## src/rtl/l1_mmu_arbiter.sv

```systemverilog
// l1_mmu_arbiter
//   Shares the single MMU line-transfer port between the L1 icache (read-only)
//   and the L1 dcache (read/write). One requester is granted for exactly one
//   MMU transaction. Its request is passed straight through to the MMU, and
//   mmu_done is routed back to it alone. The MMU read line is broadcast to
//   both caches.
//
//   Ports
//     sys_clk, rst        clock; asynchronous active-high reset
//     ic_req_read/addr    icache line-read request (held until ic_done)
//     ic_done             icache transaction complete, 1-cycle pulse
//     dc_req_read/write   dcache read / write request
//     dc_req_addr         dcache request address
//     dc_write_data       dcache write line
//     dc_done             dcache transaction complete, 1-cycle pulse
//     rd_data             mmu_read_data broadcast to both caches
//     mmu_req_*           request to the MMU (read, write, addr, write line)
//     mmu_done            MMU transaction complete
//     mmu_read_data       MMU read line
//     timeout_err         sticky: a grant waited MAX_WAIT cycles without done
//
//   Configuration macro ARB_ROUND_ROBIN_EN:
//     defined   - on simultaneous requests, grant the requester that was not
//                 served last
//     undefined - fixed priority, dcache wins ties
module l1_mmu_arbiter #(
  parameter int ADDR_W   = 32,
  parameter int LINE_W   = 256,
  parameter int MAX_WAIT = 1023
) (
  input  logic              sys_clk,
  input  logic              rst,
  input  logic              ic_req_read,
  input  logic [ADDR_W-1:0] ic_req_addr,
  output logic              ic_done,
  input  logic              dc_req_read,
  input  logic              dc_req_write,
  input  logic [ADDR_W-1:0] dc_req_addr,
  input  logic [LINE_W-1:0] dc_write_data,
  output logic              dc_done,
  output logic [LINE_W-1:0] rd_data,
  output logic              mmu_req_read,
  output logic              mmu_req_write,
  output logic [ADDR_W-1:0] mmu_req_addr,
  output logic [LINE_W-1:0] mmu_write_data,
  input  logic              mmu_done,
  input  logic [LINE_W-1:0] mmu_read_data,
  output logic              timeout_err
);

  localparam int CNT_W = $clog2(MAX_WAIT + 1);
  localparam logic [CNT_W-1:0] MAX_CNT = CNT_W'(MAX_WAIT);

  typedef enum logic [1:0] {
    IDLE   = 2'd0,
    GNT_IC = 2'd1,
    GNT_DC = 2'd2,
    HOLD   = 2'd3
  } state_t;

  state_t             state_q, state_d;
  logic               last_dc_q, last_dc_d;   // 0 = icache served last, 1 = dcache
  logic [CNT_W-1:0]   wait_cnt_q, wait_cnt_d;
  logic               timeout_err_q, timeout_err_d;
  logic               ic_req, dc_req;

  function automatic logic [CNT_W-1:0] sat_inc(input logic [CNT_W-1:0] v);
    if (v == MAX_CNT) return v;
    return v + 1'b1;
  endfunction

  assign ic_req = ic_req_read;
  assign dc_req = dc_req_read | dc_req_write;

  // Next-state / control
  always_comb begin
    state_d       = state_q;
    last_dc_d     = last_dc_q;
    wait_cnt_d    = wait_cnt_q;
    timeout_err_d = timeout_err_q;

    case (state_q)
      IDLE: begin
        if (ic_req && dc_req) begin
`ifdef ARB_ROUND_ROBIN_EN
          state_d = last_dc_q ? GNT_IC : GNT_DC;
`else
          state_d = GNT_DC;
`endif
          wait_cnt_d = '0;
        end else if (dc_req) begin
          state_d    = GNT_DC;
          wait_cnt_d = '0;
        end else if (ic_req) begin
          state_d    = GNT_IC;
          wait_cnt_d = '0;
        end
      end
      GNT_IC: begin
        if (mmu_done) begin
          state_d   = HOLD;
          last_dc_d = 1'b0;
        end else if (!ic_req) begin
          // requester gave up: abort without a done pulse
          state_d = IDLE;
        end
      end
      GNT_DC: begin
        // a write->read switch keeps dc_req high, so it stays one grant
        if (mmu_done) begin
          state_d   = HOLD;
          last_dc_d = 1'b1;
        end else if (!dc_req) begin
          state_d = IDLE;
        end
      end
      HOLD:    state_d = IDLE;
      default: state_d = IDLE;
    endcase

    // Watchdog counts every granted cycle that passes without mmu_done;
    // it only flags the error and never breaks the grant.
    if ((state_q == GNT_IC || state_q == GNT_DC) && !mmu_done) begin
      wait_cnt_d = sat_inc(wait_cnt_q);
      if (wait_cnt_d == MAX_CNT) timeout_err_d = 1'b1;
    end
  end

  always_ff @(posedge sys_clk or posedge rst) begin
    if (rst) begin
      state_q       <= IDLE;
      last_dc_q     <= 1'b0;
      wait_cnt_q    <= '0;
      timeout_err_q <= 1'b0;
    end else begin
      state_q       <= state_d;
      last_dc_q     <= last_dc_d;
      wait_cnt_q    <= wait_cnt_d;
      timeout_err_q <= timeout_err_d;
    end
  end

  // Grant-steered pass-through to the MMU and done routing
  always_comb begin
    mmu_req_read   = 1'b0;
    mmu_req_write  = 1'b0;
    mmu_req_addr   = '0;
    mmu_write_data = '0;
    ic_done        = 1'b0;
    dc_done        = 1'b0;
    case (state_q)
      GNT_IC: begin
        mmu_req_read = ic_req_read;
        mmu_req_addr = ic_req_addr;
        ic_done      = mmu_done;
      end
      GNT_DC: begin
        mmu_req_read   = dc_req_read;
        mmu_req_write  = dc_req_write;
        mmu_req_addr   = dc_req_addr;
        mmu_write_data = dc_write_data;
        dc_done        = mmu_done;
      end
      default: ;
    endcase
  end

  assign rd_data     = mmu_read_data;
  assign timeout_err = timeout_err_q;

endmodule
```

## config.mk

```make
export PLATFORM = sky130hd
export DESIGN_NAME = l1_mmu_arbiter
export DESIGN_NICKNAME = d
export VERILOG_FILES = /design/src/rtl/l1_mmu_arbiter.sv
export SDC_FILE = /design/constraint.sdc
export NUM_CORES = 1
export LEC_CHECK = 0
export CORE_AREA = 5 5 438 440
export DETAILED_ROUTE_END_ITERATION = 6
export DIE_AREA = 0 0 443 445
export HOLD_SLACK_MARGIN = 0.15
export SETUP_SLACK_MARGIN = 0.02
export SLEW_MARGIN = 25
export SYNTH_ARGS = -nofsm -noshare
export SYNTH_HDL_FRONTEND = slang
export SYNTH_SLANG_ARGS = --single-unit
```

## constraint.sdc

```tcl
create_clock -name sys_clk -period 1.8 [get_ports sys_clk]
set_input_delay 0.18 -clock sys_clk [delete_from_list [all_inputs] [get_ports sys_clk]]
set_output_delay 0.18 -clock sys_clk [all_outputs]
set_load 0.02 [all_outputs]
```

==> impl_metrics.ini <==
[yosys]
synthCells = 722
yosys_register_bits = 13
yosys.cell_count.top_type = and2_1
syn_area_per_cell_um2 = 6.99
synth_edf_count = 0
seq_area_frac_synth_pct = 6.45
synth.distinct_cells = 39
synth_top_area_share_pct = 38.2
synth_area_leaders = buf_4 38%, and2_1 32%, dfrtp_1 6.4%
syn_nets = 1308
synth_ff_type = dfrtp_1
async_flop_share_pct = 100
syn_area_mm2 = 0.00505
synth_warnings = 0
netlist_top_cells_count = 261 x and2_1, 257 x buf_4, 36 x clkbuf_1
yosys.area.top_type = buf_4

[power_and_ir_drop]
p_clk_share_pct = 1.7
peakVddDrop_v = 0.000491
p_int_w = 0.0131
total_power_w = 0.0250
comb_power_share_pct = 96.7
netSwitchingFraction_pct = 47.6
p_leak_nw = 5.96
p_sw_w = 0.0119
power_density_mw_per_mm2 = 1500
share_seq_of_total_power_pct = 1.6

[floorplan]
start_util_pct = 2.70
die_y_um = 445
die_width_um = 443
fp.dieArea_mm2 = 0.197
io_pins = 1131
row_count = 159
coreArea_mm2 = 0.187

[run]
cap_violations = 0

[grt]
first_global_vias = 7250
grt_max_degree = 42
antenna_found_initial = 212
grt-ovfl-total = 0
track_usage_pct = 16.8
grt_pass1_wl_mm = 191

[cts]
cts.sinks = 13
ctsHoldBuffers = 0
cts_buffers = 3
cts_tree = yes
clk_latency_ns = 0.25
clkSlewWorstSetupHoldPaths_ns = 0.05
clockRootBuffer = clkbuf_16
cts_max_path_buffers = 2
h-tree-depth = 1

[layout]
post-route-cell-area_mm2 = 0.0167
fin_util_pct = 8.92
fin_nets = 1715
drive_gt1_share_pct = 60.3
area_growth_pct = 231
fillCellCount = 21561

[route]
vias = 7837
first_iter_violations = 404
viasPerCell = 2.15
detail-route-antenna-nets = 0
wire_per_inst_um = 48.4
drc_errors = 0
dr.pass1.iters = 5
routed_wl_mm = 176

[timing]
maxSlewViolCount = 0
fin_tns_setup_ns = -38.55
setup-violations-final = 265
fin_skew_ns = 0.00371
tightest_slew_ns = 0.575
setup_slack_ns = -0.216
rsz0062_at_grt = true
timing.slew.headroom_pct = 61.6
max_freq_ghz = 0.496
min_period_ns = 2.02
hold_viol = 0
fin_crit_sh_pct = 112

[place]
portBuffers = 618
placed_cell_area_mm2 = 0.0145
dp_hpwl_mm = 166
gp_congestion = 0.970
post-place-ws_ns = -0.210

[run_status]
violations = setup timing
outcome = finished with violations

[setup_path]
end_kind = output pin
crit_arrival_ns = 1.84
cp_max_fo = 13
cp_data_required_time_ns = 1.62
reg2regPathDepth = 8
critPathKind = register to output pin
startpoint_type = register

[worst_hold_path]
min_path_type = primary input to async pin
==> worst paths after layout <==
path	slack, ns	to	start
worst max-delay path	-0.22	mmu_write_data[24]	state_q[0]$_DFFE_PP0P_
worst min-delay path	0.31	timeout_err$_DFFE_PP0P_	rst
worst max register to register	-0.11	state_q[1]$_DFFE_PP0P_	state_q[1]$_DFFE_PP0P_
worst min register to register	0.48	timeout_err$_DFFE_PP0P_	timeout_err$_DFFE_PP0P_
max in group asynchronous	1.11	wait_cnt_q[6]$_DFFE_PP0P_	rst
min in group sys_clk	0.36	rd_data[158]	mmu_read_data[158]
==> power groups by stage <==
stage	combinational, W	clock, W	sequential (W)
global route	0.0253	0.000450	0.000398
CTS	0.0220	0.000439	0.000391
floorplan	0.00628	0	0.000376
finish	0.0242	0.000431	0.000395
detailed placement	0.0190	0	0.000393
global placement	0.0190	0	0.000390
==> sequential cells by signal, indices dropped and copies added, names as in the netlist <==
signal	cells
state_q	2
timeout_err	1
wait_cnt_q	10
==> metal layers <==
layer  track usage, %  wire [um]  share of wire [%]
met1             8.66      31800                 18
met2             33.4      96100                 54
met3             19.9      43800                 25
met4             2.08       4410                2.5
met5            0.770        215               0.12
==> cell type report <==
type	instances	area [um2]	area share [%]
well taps	2495	3120	18.7
inverters	6	25.0	0.150
repair buffers	701	9570	57.3
flip-flops and latches	13	325	1.95
clock buffers	4	78.8	0.472
diodes	20	50.0	0.300
multi-input cells	404	3520	21.1
==> critical path: stages, from the launching register on <==
cell and delay, ns:
dfrtp_1 0.39, inv_2 0.09, ha_4 0.15, buf_12 0.14
buf_8 0.14, clkbuf_16 0.19, clkbuf_16 0.17, and2_4 0.15
buf_12 0.13
==> what timing repair did <==
action / in CTS / in global routing
resized for setup: 446 / 283
gates cloned: 11 / 15
pin swaps: 10 / 15
endpoints found under the setup margin: 293 / 303
buffers inserted: 18 / 17
==> stage by stage <==
stage / instances / hold slack [ns]
3_5_place_dp: 3567 / 0.360
6_report: 3643 / 0.313
3_3_place_gp: 3567 / 0.360
4_1_cts: 3598 / 0.340
2_1_floorplan: 722 / 0.0570
5_1_grt: 3634 / 0.360
==> cells by family (layout without fill, tap and decap cells) <==
group / count (synthesis) / count (layout) / synth area share [%]
simple gates: 326 / 326 / 39.8
buf+inv: 305 / 711 / 41.9
mux: 2 / 2 / 0.446
fa+ha+maj: 4 / 4 / 0.992
compound gates: 72 / 72 / 10.4
flops: 13 / 13 / 6.45
other cells: 0 / 20 / 0
==> cell usage in the layout, fill, tap and decap left out, drive strengths merged, types with 3 or more instances in the layout <==
cell,instances
a21oi,9
a22o,3
a22oi,33
and2,261
buf,364
clkbuf,15
clkdlybuf4s50,325
dfrtp,13
diode,20
ha,4
inv,6
nand2,13
nor2,3
nor2b,34
nor3,3
o21ai,7
o31ai,5
Power figures use the tool's default switching activity.
